## src/rtl/ggf_pkg.sv

```systemverilog
// Shared defaults and FSM state type for the DRAM sequencer.
package ggf_pkg;

  localparam int unsigned DEF_REFRESH_INTERVAL = 108;
  localparam int unsigned DEF_TRP              = 2;
  localparam int unsigned DEF_TCAS             = 2;
  localparam int unsigned DEF_MAX_PENDING      = 3;

  typedef enum logic [2:0] {
    IDLE,
    ROW,
    COL,
    CAS,
    PRE,
    REF_CAS,
    REF_RAS
  } seq_state_e;

endpackage

```

## src/rtl/refresh_scheduler.sv

```systemverilog
// Refresh interval timer and pending-refresh backlog counter.
module refresh_scheduler
  import ggf_pkg::*;
#(
  parameter int unsigned REFRESH_INTERVAL = DEF_REFRESH_INTERVAL,
  parameter int unsigned MAX_PENDING      = DEF_MAX_PENDING
) (
  input  logic       clk,
  input  logic       rst,
  input  logic       consume,
  output logic [1:0] pending,
  output logic       overrun
);

  localparam int unsigned TW = $clog2(REFRESH_INTERVAL + 1);
  localparam logic [1:0]  MAXP = 2'(MAX_PENDING);

  logic [TW-1:0] timer_q, timer_d;
  logic [1:0]    pending_q, pending_d;
  logic          overrun_q, overrun_d;
  logic          tick;

  assign tick    = (timer_q == TW'(REFRESH_INTERVAL - 1));
  assign pending = pending_q;
  assign overrun = overrun_q;

  // Timer wrap, backlog update and sticky overrun.
  always_comb begin
    timer_d   = tick ? '0 : timer_q + 1'b1;
    pending_d = pending_q;
    overrun_d = overrun_q;
    if (tick && !consume) begin
      if (pending_q == MAXP) overrun_d = 1'b1;
      else                   pending_d = pending_q + 2'd1;
    end else if (consume && !tick && pending_q != '0) begin
      pending_d = pending_q - 2'd1;
    end
  end

  always_ff @(posedge clk) begin
    if (rst) begin
      timer_q   <= '0;
      pending_q <= '0;
      overrun_q <= 1'b0;
    end else begin
      timer_q   <= timer_d;
      pending_q <= pending_d;
      overrun_q <= overrun_d;
    end
  end

endmodule

```

## src/rtl/dram_sequencer.sv

```systemverilog
// DRAM access / CAS-before-RAS refresh sequencer with registered strobes.
module dram_sequencer
  import ggf_pkg::*;
#(
  parameter int unsigned REFRESH_INTERVAL = DEF_REFRESH_INTERVAL,
  parameter int unsigned TRP              = DEF_TRP,
  parameter int unsigned TCAS             = DEF_TCAS,
  parameter int unsigned MAX_PENDING      = DEF_MAX_PENDING
) (
  input  logic CLK,
  input  logic RESET,
  input  logic REQ,
  input  logic WRITE,
  input  logic UDS,
  input  logic LDS,
  output logic ADDR_SEL,
  output logic RASn,
  output logic UCASn,
  output logic LCASn,
  output logic MEMWn,
  output logic ACK,
  output logic REF_OVERRUN
);

  localparam logic [1:0] MAXP = 2'(MAX_PENDING);

  seq_state_e state_q, state_d;
  logic [2:0] cnt_q, cnt_d;
  logic       wr_q, wr_d, uds_q, uds_d, lds_q, lds_d;
  logic       ras_n_q, ras_n_d, ucas_n_q, ucas_n_d, lcas_n_q, lcas_n_d;
  logic       memw_n_q, memw_n_d, addr_sel_q, addr_sel_d, ack_q, ack_d;
  logic [1:0] pending;
  logic       overrun;
  logic       consume;

  assign consume = (state_q == REF_CAS);

  refresh_scheduler #(
    .REFRESH_INTERVAL(REFRESH_INTERVAL),
    .MAX_PENDING     (MAX_PENDING)
  ) u_sched (
    .clk    (CLK),
    .rst    (RESET),
    .consume(consume),
    .pending(pending),
    .overrun(overrun)
  );

  // Next state, phase counter and latched cycle attributes.
  always_comb begin
    state_d = state_q;
    cnt_d   = cnt_q;
    wr_d    = wr_q;
    uds_d   = uds_q;
    lds_d   = lds_q;
    case (state_q)
      IDLE: begin
        cnt_d = '0;
        if (pending == MAXP)    state_d = REF_CAS;
        else if (REQ)           state_d = ROW;
        else if (pending != '0) state_d = REF_CAS;
      end
      ROW: begin
        wr_d    = WRITE;
        uds_d   = UDS;
        lds_d   = LDS;
        state_d = COL;
      end
      COL: begin
        cnt_d   = '0;
        state_d = CAS;
      end
      CAS: begin
        // cnt saturates at TCAS so ACK fires once however long REQ is held
        if (cnt_q != 3'(TCAS)) cnt_d = cnt_q + 3'd1;
        if (!REQ && cnt_q >= 3'(TCAS - 1)) begin
          cnt_d   = '0;
          state_d = PRE;
        end
      end
      PRE: begin
        if (cnt_q == 3'(TRP - 1)) begin
          cnt_d   = '0;
          state_d = IDLE;
        end else begin
          cnt_d = cnt_q + 3'd1;
        end
      end
      REF_CAS: begin
        cnt_d   = '0;
        state_d = REF_RAS;
      end
      REF_RAS: begin
        if (cnt_q == 3'd1) begin
          cnt_d   = '0;
          state_d = PRE;
        end else begin
          cnt_d = cnt_q + 3'd1;
        end
      end
      default: begin
        cnt_d   = '0;
        state_d = IDLE;
      end
    endcase
  end

  // Outputs are decoded from the next state so they can be registered.
  always_comb begin
    ras_n_d    = 1'b1;
    ucas_n_d   = 1'b1;
    lcas_n_d   = 1'b1;
    memw_n_d   = 1'b1;
    addr_sel_d = 1'b0;
    ack_d      = 1'b0;
    case (state_d)
      ROW: ras_n_d = 1'b0;
      COL: begin
        ras_n_d    = 1'b0;
        addr_sel_d = 1'b1;
        memw_n_d   = ~wr_d;
      end
      CAS: begin
        ras_n_d    = 1'b0;
        addr_sel_d = 1'b1;
        ucas_n_d   = ~uds_d;
        lcas_n_d   = ~lds_d;
        memw_n_d   = ~wr_d;
        ack_d      = (cnt_d == 3'(TCAS - 1));
      end
      REF_CAS: begin
        ucas_n_d = 1'b0;
        lcas_n_d = 1'b0;
      end
      REF_RAS: begin
        ras_n_d  = 1'b0;
        ucas_n_d = 1'b0;
        lcas_n_d = 1'b0;
      end
      default: ;
    endcase
  end

  always_ff @(posedge CLK) begin
    if (RESET) begin
      state_q    <= IDLE;
      cnt_q      <= '0;
      wr_q       <= 1'b0;
      uds_q      <= 1'b0;
      lds_q      <= 1'b0;
      ras_n_q    <= 1'b1;
      ucas_n_q   <= 1'b1;
      lcas_n_q   <= 1'b1;
      memw_n_q   <= 1'b1;
      addr_sel_q <= 1'b0;
      ack_q      <= 1'b0;
    end else begin
      state_q    <= state_d;
      cnt_q      <= cnt_d;
      wr_q       <= wr_d;
      uds_q      <= uds_d;
      lds_q      <= lds_d;
      ras_n_q    <= ras_n_d;
      ucas_n_q   <= ucas_n_d;
      lcas_n_q   <= lcas_n_d;
      memw_n_q   <= memw_n_d;
      addr_sel_q <= addr_sel_d;
      ack_q      <= ack_d;
    end
  end

  assign RASn        = ras_n_q;
  assign UCASn       = ucas_n_q;
  assign LCASn       = lcas_n_q;
  assign MEMWn       = memw_n_q;
  assign ADDR_SEL    = addr_sel_q;
  assign ACK         = ack_q;
  assign REF_OVERRUN = overrun;

endmodule

```

## config.mk

```make
export PLATFORM = sky130hd
export DESIGN_NAME = dram_sequencer
export DESIGN_NICKNAME = d
export VERILOG_FILES = /design/src/rtl/ggf_pkg.sv /design/src/rtl/refresh_scheduler.sv /design/src/rtl/dram_sequencer.sv
export SDC_FILE = /design/constraint.sdc
export NUM_CORES = 1
export LEC_CHECK = 0
export ABC_AREA = 1
export CAP_MARGIN = 20
export CORE_UTILIZATION = 60
export CTS_BUF_LIST = sky130_fd_sc_hd__clkbuf_4
export DETAILED_ROUTE_END_ITERATION = 7
export PLACE_DENSITY = 0.91
export SLEW_MARGIN = 30
export SYNTH_ARGS = -nofsm -noshare
export SYNTH_HDL_FRONTEND = slang
export SYNTH_HIERARCHICAL = 1
export SYNTH_SLANG_ARGS = --single-unit
export TNS_END_PERCENT = 1
```

## constraint.sdc

```tcl
create_clock -name CLK -period 2.7 [get_ports CLK]
set_input_delay 0.54 -clock CLK [delete_from_list [all_inputs] [get_ports CLK]]
set_output_delay 0.54 -clock CLK [all_outputs]
set_load 0.03 [all_outputs]
```

==> results_dict.tcl <==
set metrics [dict create \
    main_combinational_cell_family_by_area_after_synthesis "simple AND/OR/NAND/NOR gates" \
    finalNonFillerCells 228 \
    drt_iter0_markers 25 \
    worstPathRequired_ns 2.16 \
    cts_tree "done" \
    first_pass_grt_wire_length_mm 4.76 \
    worst_clock_skew_ns 0.00137 \
    num-nets-final 213 \
    cts.reportedPaths.clkPinSlew_ns 0.13 \
    route.detailed.wl_per_inst_um 11.7 \
    synth-seq-area-share 0.369 \
    crit_path_max_fanout 1 \
    cts-htree-levels 1 \
    cts_num_sinks 25 \
    initial_antenna_violation_count 0 \
    achievable-frequency_mhz 534 \
    critical_path.n_buffers_inverters 1 \
    timing.final.hold_violations 0 \
    tns_ns 0 \
    core_region_area_um2 2040 \
    dp.cells 224 \
    syn-instance-count 187 \
    place.gp.congestion 0.977 \
    flow.area_growth_from_synthesis_pct 12.7 \
    synth_simple_gate_area_frac 0.377 \
    sw_frac_of_total 0.276 \
    muxShareOfSynthArea 0.0147 \
    post_synth_fa_ha_maj_area_fraction 0.0461 \
    synth.largest_area_cell "sky130_fd_sc_hd__dfxtp_1" \
    leakagePower_uw 0.000666 \
    post_synth_xor_area_fraction 0.00645 \
    nature_of_the_critical_path_startpoint "register" \
    antenna-diode-count 0 \
    grt.overflow.total 0 \
    final_setup_violation_count 0 \
    p_seq_frac 0.580 \
    grt_max_degree 14 \
    timing.hold.worst.class "reg2reg" \
    dp.final_hpwl_mm 2.13 \
    cap_viol_max_count 0 \
    ctsRootBufferMaster "sky130_fd_sc_hd__clkbuf_4" \
    yosys_warnings 6 \
    transition_time_at_the_pin_with_the_least_slew_margin_ns 0.431 \
    drc_errors 0 \
    die_outline_area_um2 2460 \
    route.detailed.vias_per_inst 5.41 \
    critPathCaptureType "output port" \
    syn-cell-area_um2 1360 \
    count_of_vias_placed_by_the_detailed_router 1234 \
    core.rowCount 16 \
    clkLatencyLatePin_ns 0.31 \
    hold_buffers 0 \
    synth_cell_types 28 \
    post-cts-setup-buffers 0 \
    power.internal_uw 500 \
    path_delay_family "buffers and inverters" \
    period_minus_ws_final_ns 1.87 \
    design_power_total_uw 691 \
    power.share.clock 0.247 \
    rrSetupSlack_ns 1.02 \
    die-width_um 49.6 \
    critical_path_class "reg2out" \
    power_frac_comb 0.173 \
    ordered_list_of_cells_on_the_worst_path "clkdlybuf4s50_1" \
    ys_ff_latch 25 \
    drive_above_1_share 0.154 \
    boundaryPins 13 \
    cts_buffers 3 \
    timing.critical_path.slowest_cell_delay_ns 0.67 \
    number_of_gates_given_a_new_drive_strength_after_cts 0 \
    post-route-period-util 0.693 \
    number_of_iterations_in_the_first_detailed_routing_pass 4 \
    synth_compound_area_frac 0.0903 \
    syn_nets 198 \
    dieHeight_um 49.6 \
    slew_headroom 0.711 \
    grt_pass1_vias 1161 \
    io_buffer_count 12 \
    start_util 0.665 \
    gr-usage-all-layers 0.246 \
    clockBufferDepth 2 \
    final.setup.worst_slack_ns 0.829 \
    vdd_drop_max_mv 0.441 \
    final_core_util 0.749 \
    finalWirelength_mm 2.67 \
    switchingPower_uw 191 \
    synth.top_cells.by_area "sky130_fd_sc_hd__dfxtp_1 (37%), sky130_fd_sc_hd__nand2_1 (9.7%), sky130_fd_sc_hd__inv_1 (7.5%)" \
    detail-route-antenna-nets 0 \
    final-max-slew-violation-count 0 \
    crit_arrival_ns 1.33 \
    synth_top_cell_area_share 0.369 \
    syn_avg_cell_area_um2 7.26 \
    grt_setup_unrepaired "no" \
    pre_cts_slack_ns 0.782 \
    crit_path_top_delay_cell "sky130_fd_sc_hd__clkdlybuf4s50_1" \
    power_density_nw_per_um2 451 \
    outcome "completed" \
]
==> area by class of cell <==
type / instances / area (um^2)
Clock buffer: 4 / 30.0
Fill cell: 160 / 512
Inverter: 32 / 120
Multi-Input combinational cell: 128 / 726
Sequential cell: 25 / 500
Tap cell: 27 / 33.8
Timing Repair Buffer: 12 / 120
==> power by group through the flow <==
stage,registers [uW],clock network [uW],logic (uW)
2_1_floorplan,421,0,67.9
3_3_place_gp,407,0,116
3_5_place_dp,408,0,119
4_1_cts,400,173,120
5_1_grt,403,189,132
6_report,400,171,120
==> cells by family (layout without fill, tap and decap cells) <==
group	after synthesis	after routing
AOI/OAI and AO/OA	20	20
xor gates and xnor gates	1	1
adders and majority gates	5	5
buffers and inverters	34	48
DFF	25	25
muxes	2	2
and+or+nand+nor	100	100
==> cells in the mapped netlist <==
cell,n
sky130_fd_sc_hd__a21oi_2,1
sky130_fd_sc_hd__a31oi_1,2
sky130_fd_sc_hd__nor3b_2,2
sky130_fd_sc_hd__nor2_2,3
sky130_fd_sc_hd__mux2i_1,2
sky130_fd_sc_hd__nand3_2,3
sky130_fd_sc_hd__ha_1,5
sky130_fd_sc_hd__o21ai_0,5
sky130_fd_sc_hd__a21oi_4,1
sky130_fd_sc_hd__xnor2_1,1
sky130_fd_sc_hd__nand2_2,6
sky130_fd_sc_hd__nand3_1,18
sky130_fd_sc_hd__inv_1,27
sky130_fd_sc_hd__o21bai_1,1
sky130_fd_sc_hd__o21ai_1,2
sky130_fd_sc_hd__o211ai_1,1
sky130_fd_sc_hd__nand2_4,1
sky130_fd_sc_hd__nor2_4,3
sky130_fd_sc_hd__nand2_1,35
sky130_fd_sc_hd__nor2_1,22
sky130_fd_sc_hd__nand4_1,4
sky130_fd_sc_hd__a21oi_1,7
sky130_fd_sc_hd__clkbuf_1,1
sky130_fd_sc_hd__inv_2,5
sky130_fd_sc_hd__nor3_2,2
sky130_fd_sc_hd__and3_1,1
sky130_fd_sc_hd__dfxtp_1,25
sky130_fd_sc_hd__buf_4,1
==> registers in the layout, summed over array words and instances (netlist names) <==
register	flops
cnt_q	3
RASn	1
lds_q	1
ACK	1
wr_q	1
ADDR_SEL	1
LCASn	1
u_sched/pending	2
MEMWn	1
state_q	3
uds_q	1
UCASn	1
u_sched/overrun	1
u_sched/timer_q	7
==> layout by cell type, fill, tap and decap left out, types with 5 or more instances in the layout <==
cell type / Yosys / final
sky130_fd_sc_hd__nand2_2: 6 / 6
sky130_fd_sc_hd__nor2_1: 22 / 22
sky130_fd_sc_hd__nand3_1: 18 / 18
sky130_fd_sc_hd__o21ai_0: 5 / 5
sky130_fd_sc_hd__a21oi_1: 7 / 7
sky130_fd_sc_hd__inv_1: 27 / 27
sky130_fd_sc_hd__ha_1: 5 / 5
sky130_fd_sc_hd__nand2_1: 35 / 35
sky130_fd_sc_hd__clkdlybuf4s50_1: 0 / 12
sky130_fd_sc_hd__dfxtp_1: 25 / 25
sky130_fd_sc_hd__inv_2: 5 / 5
==> per-layer routing <==
| layer | GRT usage | up-vias | routed length, um |
|---|---|---|---|
| met3 | 0.0432 | 6 | 99 |
| li1 | - | 622 | - |
| met2 | 0.435 | 33 | 1290 |
| met5 | 0 | - | 0 |
| met1 | 0.285 | 573 | 1240 |
| met4 | 0.114 | 0 | 45 |
==> through the flow <==
| step | hold WS [ns] | cell area [um^2] |
|---|---|---|
| after floorplan | 0.430 | 1360 |
| after global placement | 0.443 | 1500 |
| after detailed placement | 0.447 | 1500 |
| after CTS | 0.476 | 1530 |
| after global routing | 0.490 | 1530 |
| final | 0.472 | 1530 |
==> worst paths after layout <==
path,startpoint,endpoint,depth (start not counted)
setup / recovery,ADDR_SEL,ADDR_SEL,1
hold / removal,u_sched/overrun,u_sched/overrun,2
setup reg to reg,state_q[2],u_sched/pending[0],7
hold reg to reg,u_sched/overrun,u_sched/overrun,2
(Power assumes the default switching activity.)
